**src/rtl/rover_pkg.sv**
```systemverilog
// Shared types and constants for the rover motor-control slice.
//   stateT     : controller state encoding (also driven out on state_dbg)
//   DIR_*      : cmd_dir codes from the command source
//   MOT_*      : H-bridge IN pin patterns (IN1, IN2)
//   dirToState : maps a command direction to its steady drive state
package rover_pkg;

  typedef enum logic [2:0] {
    STOP   = 3'd0,
    FWD    = 3'd1,
    REV    = 3'd2,
    BRAKE  = 3'd3,
    BACKUP = 3'd4,
    TURN   = 3'd5
  } stateT;

  localparam logic [1:0] DIR_STOP = 2'b00;
  localparam logic [1:0] DIR_FWD  = 2'b01;
  localparam logic [1:0] DIR_REV  = 2'b10;
  localparam logic [1:0] DIR_RSVD = 2'b11;

  localparam logic [1:0] MOT_FWD = 2'b10;
  localparam logic [1:0] MOT_REV = 2'b01;
  localparam logic [1:0] MOT_BRK = 2'b00;

  // The reserved direction code is deliberately folded into STOP.
  function automatic stateT dirToState(input logic [1:0] dir);
    case (dir)
      DIR_FWD: return FWD;
      DIR_REV: return REV;
      default: return STOP;
    endcase
  endfunction

endpackage

```
**src/rtl/pwm_gen.sv**
```systemverilog
// Dual-channel PWM generator sharing one free-running counter.
// Each channel's active duty is reloaded only when the counter wraps to 0,
// so a duty change never produces a runt or stretched pulse mid-period.
// Ports:
//   clk, reset     : clock, synchronous active-high reset
//   dutyL, dutyR   : requested duty per side (0 = always low)
//   pwmL, pwmR     : registered PWM outputs, high while counter < active duty
module pwm_gen
  import rover_pkg::*;
#(
  parameter int PWM_BITS = 8
) (
  input  logic                clk,
  input  logic                reset,
  input  logic [PWM_BITS-1:0] dutyL,
  input  logic [PWM_BITS-1:0] dutyR,
  output logic                pwmL,
  output logic                pwmR
);

  logic [PWM_BITS-1:0] cnt;
  logic [PWM_BITS-1:0] cntNext;
  logic [PWM_BITS-1:0] activeL;
  logic [PWM_BITS-1:0] activeR;
  logic [PWM_BITS-1:0] activeLNext;
  logic [PWM_BITS-1:0] activeRNext;
  logic                wrap;

  // The output register is computed against the next counter value and the
  // next active duty, so pwmL/pwmR line up cycle-for-cycle with cnt.
  always_comb begin
    cntNext     = cnt + 1'b1;
    wrap        = (cntNext == '0);
    activeLNext = wrap ? dutyL : activeL;
    activeRNext = wrap ? dutyR : activeR;
  end

  always_ff @(posedge clk) begin
    if (reset) begin
      cnt     <= '0;
      activeL <= '0;
      activeR <= '0;
      pwmL    <= 1'b0;
      pwmR    <= 1'b0;
    end else begin
      cnt     <= cntNext;
      activeL <= activeLNext;
      activeR <= activeRNext;
      pwmL    <= (cntNext < activeLNext);
      pwmR    <= (cntNext < activeRNext);
    end
  end

endmodule

```
**src/rtl/crash_avoid_motor_ctrl.sv**
```systemverilog
// Rover drive controller: accepts STOP/FWD/REV commands, drives the two
// H-bridges and their enable PWMs, and runs a timed brake / back-up / spin
// manoeuvre when the (debounced) crash flag is seen while driving forward.
//
// state  | meaning
// -------+-----------------------------------------------------------
// STOP   | pins 00, duty 0, waiting for a command
// FWD    | pins 10/10 at command duty; crash flag diverts to BRAKE
// REV    | pins 01/01 at command duty; crash flag ignored
// BRAKE  | pins 00, duty 0, for BRAKE_CYC cycles
// BACKUP | pins 01/01 at AVOID_DUTY, for REVERSE_CYC cycles
// TURN   | left 01 / right 10 (spin left) at AVOID_DUTY, for TURN_CYC
//        | cycles; then BRAKE again if still crashing, else STOP
//
// Ports:
//   clk, reset          : 100 MHz clock, synchronous active-high reset
//   is_crash            : raw crash flag, asynchronous to clk
//   cmd_valid/cmd_ready : command handshake, transfer when both high
//   cmd_dir, cmd_duty   : requested direction and duty
//   motor_l, motor_r    : H-bridge IN pins per side
//   pwm_l, pwm_r        : H-bridge enable PWM per side
//   avoiding            : high during BRAKE/BACKUP/TURN
//   state_dbg           : current state encoding
module crash_avoid_motor_ctrl
  import rover_pkg::*;
#(
  parameter int PWM_BITS     = 8,
  parameter int DEBOUNCE_CYC = 1000,
  parameter int BRAKE_CYC    = 5_000_000,
  parameter int REVERSE_CYC  = 30_000_000,
  parameter int TURN_CYC     = 20_000_000,
  parameter int AVOID_DUTY   = 160
) (
  input  logic                clk,
  input  logic                reset,
  input  logic                is_crash,
  input  logic                cmd_valid,
  input  logic [1:0]          cmd_dir,
  input  logic [PWM_BITS-1:0] cmd_duty,
  output logic                cmd_ready,
  output logic [1:0]          motor_l,
  output logic [1:0]          motor_r,
  output logic                pwm_l,
  output logic                pwm_r,
  output logic                avoiding,
  output logic [2:0]          state_dbg
);

  localparam int                  DB_W        = (DEBOUNCE_CYC > 1) ? $clog2(DEBOUNCE_CYC) : 1;
  localparam logic [DB_W-1:0]     DB_LAST     = DB_W'(DEBOUNCE_CYC - 1);
  localparam int                  TIMER_W     = 32;
  localparam logic [TIMER_W-1:0]  BRAKE_LOAD  = TIMER_W'(BRAKE_CYC - 1);
  localparam logic [TIMER_W-1:0]  BACKUP_LOAD = TIMER_W'(REVERSE_CYC - 1);
  localparam logic [TIMER_W-1:0]  TURN_LOAD   = TIMER_W'(TURN_CYC - 1);
  localparam logic [PWM_BITS-1:0] AVOID_D     = PWM_BITS'(AVOID_DUTY);

  // Crash flag synchroniser and symmetric debouncer
  logic            crashMeta;
  logic            crashSync;
  logic            crashF;
  logic            crashFNext;
  logic [DB_W-1:0] dbCnt;
  logic [DB_W-1:0] dbCntNext;

  // crashFNext is also consumed by the ready logic, which must know what
  // crashF will be on the cycle the registered cmd_ready is presented.
  always_comb begin
    crashFNext = crashF;
    dbCntNext  = '0;
    if (crashSync != crashF) begin
      if (dbCnt == DB_LAST) begin
        crashFNext = crashSync;
      end else begin
        dbCntNext = dbCnt + 1'b1;
      end
    end
  end

  always_ff @(posedge clk) begin
    if (reset) begin
      crashMeta <= 1'b0;
      crashSync <= 1'b0;
      crashF    <= 1'b0;
      dbCnt     <= '0;
    end else begin
      crashMeta <= is_crash;
      crashSync <= crashMeta;
      crashF    <= crashFNext;
      dbCnt     <= dbCntNext;
    end
  end

  // Control FSM
  stateT               state;
  stateT               stateNext;
  logic [TIMER_W-1:0]  timer;
  logic [TIMER_W-1:0]  timerNext;
  logic [PWM_BITS-1:0] cmdDuty;
  logic [PWM_BITS-1:0] cmdDutyNext;
  logic                accept;

  always_comb begin
    stateNext   = state;
    timerNext   = timer;
    cmdDutyNext = cmdDuty;
    accept      = cmd_valid && cmd_ready;
    case (state)
      STOP, REV: begin
        if (accept) begin
          stateNext   = dirToState(cmd_dir);
          cmdDutyNext = cmd_duty;
        end
      end
      FWD: begin
        if (crashF) begin
          stateNext = BRAKE;
          timerNext = BRAKE_LOAD;
        end else if (accept) begin
          stateNext   = dirToState(cmd_dir);
          cmdDutyNext = cmd_duty;
        end
      end
      BRAKE: begin
        if (timer == '0) begin
          stateNext = BACKUP;
          timerNext = BACKUP_LOAD;
        end else begin
          timerNext = timer - 1'b1;
        end
      end
      BACKUP: begin
        if (timer == '0) begin
          stateNext = TURN;
          timerNext = TURN_LOAD;
        end else begin
          timerNext = timer - 1'b1;
        end
      end
      TURN: begin
        if (timer == '0) begin
          if (crashF) begin
            stateNext = BRAKE;
            timerNext = BRAKE_LOAD;
          end else begin
            stateNext = STOP;
          end
        end else begin
          timerNext = timer - 1'b1;
        end
      end
      default: begin
        stateNext = STOP;
      end
    endcase
  end

  // Output registers are decoded from the next state so pins, duty request,
  // avoiding and cmd_ready all change on the same edge as the state.
  logic [1:0]          motorLNext;
  logic [1:0]          motorRNext;
  logic [PWM_BITS-1:0] dutyNext;
  logic [PWM_BITS-1:0] dutyQ;
  logic                avoidNext;
  logic                readyNext;

  always_comb begin
    motorLNext = MOT_BRK;
    motorRNext = MOT_BRK;
    dutyNext   = '0;
    avoidNext  = 1'b0;
    case (stateNext)
      FWD: begin
        motorLNext = MOT_FWD;
        motorRNext = MOT_FWD;
        dutyNext   = cmdDutyNext;
      end
      REV: begin
        motorLNext = MOT_REV;
        motorRNext = MOT_REV;
        dutyNext   = cmdDutyNext;
      end
      BRAKE: begin
        avoidNext = 1'b1;
      end
      BACKUP: begin
        motorLNext = MOT_REV;
        motorRNext = MOT_REV;
        dutyNext   = AVOID_D;
        avoidNext  = 1'b1;
      end
      TURN: begin
        motorLNext = MOT_REV;
        motorRNext = MOT_FWD;
        dutyNext   = AVOID_D;
        avoidNext  = 1'b1;
      end
      default: ;
    endcase
    readyNext = (stateNext == STOP) || (stateNext == REV) ||
                ((stateNext == FWD) && !crashFNext);
  end

  always_ff @(posedge clk) begin
    if (reset) begin
      state     <= STOP;
      timer     <= '0;
      cmdDuty   <= '0;
      motor_l   <= MOT_BRK;
      motor_r   <= MOT_BRK;
      dutyQ     <= '0;
      avoiding  <= 1'b0;
      cmd_ready <= 1'b0;
    end else begin
      state     <= stateNext;
      timer     <= timerNext;
      cmdDuty   <= cmdDutyNext;
      motor_l   <= motorLNext;
      motor_r   <= motorRNext;
      dutyQ     <= dutyNext;
      avoiding  <= avoidNext;
      cmd_ready <= readyNext;
    end
  end

  assign state_dbg = state;

  // Both sides always run at the same duty; separate inputs keep pwm_gen
  // ready for differential steering later.
  pwm_gen #(
    .PWM_BITS(PWM_BITS)
  ) uPwm (
    .clk  (clk),
    .reset(reset),
    .dutyL(dutyQ),
    .dutyR(dutyQ),
    .pwmL (pwm_l),
    .pwmR (pwm_r)
  );

endmodule

```
**config.mk**
```make
export PLATFORM = sky130hd
export DESIGN_NAME = crash_avoid_motor_ctrl
export DESIGN_NICKNAME = d
export VERILOG_FILES = /design/src/rtl/rover_pkg.sv /design/src/rtl/pwm_gen.sv /design/src/rtl/crash_avoid_motor_ctrl.sv
export SDC_FILE = /design/constraint.sdc
export NUM_CORES = 1
export LEC_CHECK = 0
export ABC_AREA = 1
export BUFFER_PORTS_ARGS = -buffer_cell sky130_fd_sc_hd__buf_2
export CAP_MARGIN = 20
export CORE_MARGIN = 8
export CORE_UTILIZATION = 45
export DETAILED_ROUTE_END_ITERATION = 7
export PLACE_DENSITY = 0.6
export SLEW_MARGIN = 15
export SYNTH_ARGS = -nofsm -noshare
export SYNTH_HDL_FRONTEND = slang
export SYNTH_SLANG_ARGS = --single-unit
```
**constraint.sdc**
```tcl
create_clock -name clk -period 5.7 [get_ports clk]
set_input_delay 0.57 -clock clk [delete_from_list [all_inputs] [get_ports clk]]
set_output_delay 0.57 -clock clk [all_outputs]
set_load 0.01 [all_outputs]
```
# Yosys cells after proc, flatten, opt, wreduce, memory -nomap -nowiden
# Index checks and enable logic that the tools add are counted.
# classes
add_sub_neg	3
n_lt_le_gt_ge	2
n_eq_ne	14
n_mux	24
bitwise	1
n_reduce_logical	18
# ops
op	count
32-bit 2-to-1 mux	4
32-bit case mux with 4 select lines	1
32-bit logical NOT	1
8-bit 2-to-1 mux	4
8-bit case mux with 2 select lines	2
32-bit by 1-bit subtractor with 32-bit output (second input constant)	1
8-bit less-than comparator	2
3-bit 2-to-1 mux	5
3-bit case mux with 5 select lines	1
3-bit by 2-bit equality test with 1-bit output (second input constant)	4
3-bit equality test (second input constant)	4
2-bit case mux with 2 select lines	3
10-bit by 1-bit adder with 10-bit output (second input constant)	1
10-bit equality test (second input constant)	1
2-bit OR reduction	5
3-bit OR reduction	3
8-bit by 1-bit adder with 8-bit output (second input constant)	1
8-bit logical NOT	1
3-bit by 1-bit equality test with 1-bit output (second input constant)	2
3-bit logical NOT	2
4-bit nonzero test	1
1-bit 2-to-1 mux	3
2-bit by 1-bit equality test with 1-bit output (second input constant)	1
2-bit equality test (second input constant)	1
other kinds (6)	8
# word_totals
reg_bits	96
word_cells	79

# Longest topological paths before layout
# depth
depth_word	8
depth_mapped	18
ltp_nobuf	17

# By module
# A second synthesis with hierarchy kept.
# hier_totals
hier_cells	762
area_unflattened_um2	5510.3
# modules_own_cells
mod	n_inst	cells_each	area_each_um2	seq_area_each_um2
crash_avoid_motor_ctrl	1	591	4072.7	1401.3
pwm_gen	1	171	1437.6	520.5

# Worst setup path before layout
# No wires, ideal clock.
# synth_path
kind	reg-to-reg
start	register uPwm.cnt[0]
end	register uPwm.pwmR
setup_time_ns	0.070
arrival_ns	2.187
slack_ns	3.443
path_stages_with_launch	16
path_buffers	2
period_less_slack_ns	2.257
cell_sequence	dfxtp_1 > clkbuf_1 > inv_1 > nor2_1 > nand3_1 > nand2_1 > nor2_1 > nand2_1 > clkbuf_1 > nand2_1 > nand2_1 > inv_1 > ha_1 > a21oi_1 > o211ai_1 > a21oi_1
# synth_between
elab_chain_len	4
# synth_rtl
element	line_no	source
start, declared	pwm_gen.sv:21	logic [PWM_BITS-1:0] cnt;
start signal, assigned	pwm_gen.sv:46	cnt <= cntNext;
8-bit by 1-bit adder with 8-bit output (*)	pwm_gen.sv:32	cntNext = cnt + 1'b1;
via uPwm.cntNext[7]	pwm_gen.sv:22	logic [PWM_BITS-1:0] cntNext;
8-bit logical NOT	pwm_gen.sv:33	wrap = (cntNext == '0);
8-bit 2-to-1 mux	pwm_gen.sv:35	activeRNext = wrap ? dutyR : activeR;
8-bit less-than comparator (*)	pwm_gen.sv:50	pwmR <= (cntNext < activeRNext);
end signal, assigned	pwm_gen.sv:50	
end, declared	pwm_gen.sv:18	output logic pwmR
# Mark *: on every way through the listed nets, which the timed path passes. The rest lies on a longest branch.
# A chain may end at the register's enable or synchronous reset.

# Worst setup path in the final report
# Ends and elaborated chain as after synthesis.

==> impl_metrics.ini <==
[run_status]
status = completed

[critical_path]
cp-startpoint = uPwm.cnt[0]
start_kind = register
ff2ff_path_depth = 14
rrSetupSlack_ns = 2.64
slowest_stage = dfxtp_1
max_stage_delay_ns = 0.50
arrival_ns = 3.35
r2r-end = uPwm.pwmR
regToRegStartpoint = uPwm.cnt[0]
crit_end = uPwm.pwmR
cp_common_cell = nand2_1
path_depth = 14
path_buf_inv = 2
worstPathMaxFanout = 16
cp_cell_sequence = ha_1 > nand3_1 > o21ai_0 > nand2_1 > nor2_1 > nand2_1 > inv_1 > nand2_1 > nand2_1 > inv_1 > ha_1 > a21oi_1 > o211ai_1 > a21oi_1
crit_family = simple AND/OR/NAND/NOR gates
cp.required_ns = 5.99
critPathKind = reg2reg
worstSetupEndpointType = register

[synth]
yosysWarnings = 0
synthTopCellsByCount = 172 x nand2_1, 112 x nor2_1, 106 x inv_1
synth_cell_types = 38
ys_seq_area_share_pct = 35.8
yosysTopAreaCellShare_pct = 35.8
synth_area_leaders = dfxtp_1 36%, nand2_1 12%, nor2_1 7.8%, inv_1 7.4%, o21ai_0 6.1%
synthArstFlopShare_pct = 0
yosysTopAreaCell = dfxtp_1
synth_cells = 807
ys_ff_latch = 96
syn-cell-area_mm2 = 0.00538
synth-main-ff-cell = dfxtp_1
avgSynthCellArea_um2 = 6.66
syn-num-nets = 839
yosysMostFrequentCell = nand2_1
synth_edf_count = 0

[placement]
dp_slack_ns = 2.64
dp_cells = 956
io_buffers = 24
placed_area_mm2 = 0.00560
gp_congestion = 0.921
hpwl_um = 9910

[sta]
fin_crit_ns = 3.06
setup_viol = 0
clock.fmax_ghz = 0.327
rsz0062_at_grt = no
whs_ns = 0.414
hold_viol = 0
finalClockSkew_ns = 0.00890
maxSlewHeadroom_pct = 36.7
maxSlewViolCount = 0
fin_ws_ns = 2.64
timing.final.crit_share_pct = 53.6
fin_setup_tns_ns = 0
tightestPinTransition_ns = 0.948

[finish]
fin_nets = 852
diodes = 0
syn2layout_area_growth_pct = 9.94
instances_no_fill = 972
fillCellCount = 1212
stdcell_area_mm2 = 0.00591
final_layout_size_suffix_gt1_share_pct = 8.00

[clock_tree]
worstSkewPairLatency_ns = 0.35
cts_buffers = 9
htreeDepth = 3
clkSinkCount = 96
clockBufferDepth = 2
path_clk_slew_ns = 0.07
cts.repair.resized = 0
cts_setup_buffers = 0
hold_buffers = 0
cts_tree = done
cts-root-buf = clkbuf_16

[floorplan]
pin_count = 25
initial_core_util_pct = 45.5
design.die.area_mm2 = 0.0157
dieHeight_um = 125
die_w_um = 125
core_area_mm2 = 0.0118
rows = 40

[routing]
drt_wl_total_um = 13800
drtIter0Drc = 356
postRouteAntennaNets = 0
vias_per_cell = 5.30
drc = 0
drtPass1Iterations = 5
num_vias = 5154
wl_per_cell_um = 14.2

[hold_path]
hold_path_class = reg2reg
holdCritStartpoint = crashMeta

[grt]
grt_pass1_vias = 4927
track_usage_pct = 17.8
grt_remaining_overflow = 0
grt_max_degree = 53
antenna_found_initial = 0
grt_pass1_wl_um = 23200

[power]
leakage_nw = 2.80
power_density_mw_per_mm2 = 298
ir_drop_mv = 0.137

[run]
maxCapViolCount = 0
how the worst min path moves through the flow:
stage                end  slack, ns  cells past startpoint
2_1_floorplan  crashSync       0.39                      2
3_3_place_gp   crashSync       0.41                      2
3_5_place_dp   crashSync       0.40                      2
4_1_cts        crashSync       0.41                      2
5_1_grt        crashSync       0.42                      2
6_report       crashSync       0.41                      2
area by class of cell:
| cell class | count | area, µm² | share of cell area, % |
|---|---|---|---|
| Inverter | 111 | 417 | 7.05 |
| Timing Repair Buffer | 26 | 135 | 2.29 |
| Clock buffer | 11 | 243 | 4.11 |
| Tap cell | 147 | 184 | 3.11 |
| Sequential cell | 96 | 1920 | 32.5 |
| Clock inverter | 5 | 63.8 | 1.08 |
| Multi-Input combinational cell | 576 | 2950 | 49.8 |
cell usage in the layout, fill, tap and decap left out, types with 4 or more instances in the layout:
master     Yosys  final
nor3_1        12     12
buf_2          1     24
a31oi_1       17     17
nand4_1       12     12
a21oi_1       46     46
xor2_1        18     18
nand2_2        6      6
dfxtp_1       96     96
o211ai_1      11     11
a21boi_1       6      6
nand2_1      172    172
inv_1        106    106
nor2_2         4      4
ha_1          18     18
clkbuf_16      0      9
nand3_1       45     45
o21bai_1       4      4
nor2_1       112    112
o21ai_0       66     66
worst register-to-register path, stage by stage, from the launching register on:
cell	delay [ns]
dfxtp_1	0.50
ha_1	0.30
nand3_1	0.09
o21ai_0	0.22
nand2_1	0.15
nor2_1	0.15
nand2_1	0.34
inv_1	0.31
nand2_1	0.11
nand2_1	0.07
inv_1	0.05
ha_1	0.30
a21oi_1	0.16
o211ai_1	0.10
a21oi_1	0.12
through the flow:
stage | utilization, % | power, mW
2_1_floorplan | - | 1.05
3_3_place_gp | 47.4 | 1.14
3_5_place_dp | 47.4 | 1.15
4_1_cts | 50.0 | 1.78
5_1_grt | 50.0 | 1.86
6_report | 50.0 | 1.76
layer usage:
metal / part of all wire (%) / vias to the layer above / global-route usage [%]
li1: - / 2632 / -
met4: 2.9 / 0 / 8.95
met3: 3.5 / 28 / 2.63
met5: 0 / - / 0
met2: 46 / 120 / 29.1
met1: 48 / 2374 / 22.3
power by group:
| group | switching (mW) | internal (mW) | total [mW] |
|---|---|---|---|
| logic | 0.275 | 0.141 | 0.416 |
| clock network | 0.271 | 0.357 | 0.628 |
| registers | 0.0245 | 0.695 | 0.720 |
| total | 0.570 | 1.19 | 1.76 |
cell families (layout without fill, tap and decap cells):
logic type	Yosys count	count (layout)	share of synthesized area (%)
AND/OR/NAND/NOR	381	381	31.0
buffers and inverters	135	153	9.45
adder cells (fa/ha/maj)	18	18	4.19
flip-flops	96	96	35.8
XOR/XNOR	21	21	3.42
AO/OA/AOI/OAI	156	156	16.2
flip-flops by register name, indices dropped and copies added, names as in the netlist:
name	flops
motor_l	2
motor_r	2
uPwm.pwmR	1
timer	32
uPwm.activeL	8
uPwm.pwmL	1
crashSync	1
crashF	1
state_dbg	3
uPwm.activeR	8
dbCnt	10
dutyQ	8
avoiding	1
crashMeta	1
uPwm.cnt	8
cmd_ready	1
cmdDuty	8
Note: power is estimated with default switching activity, not from simulation.
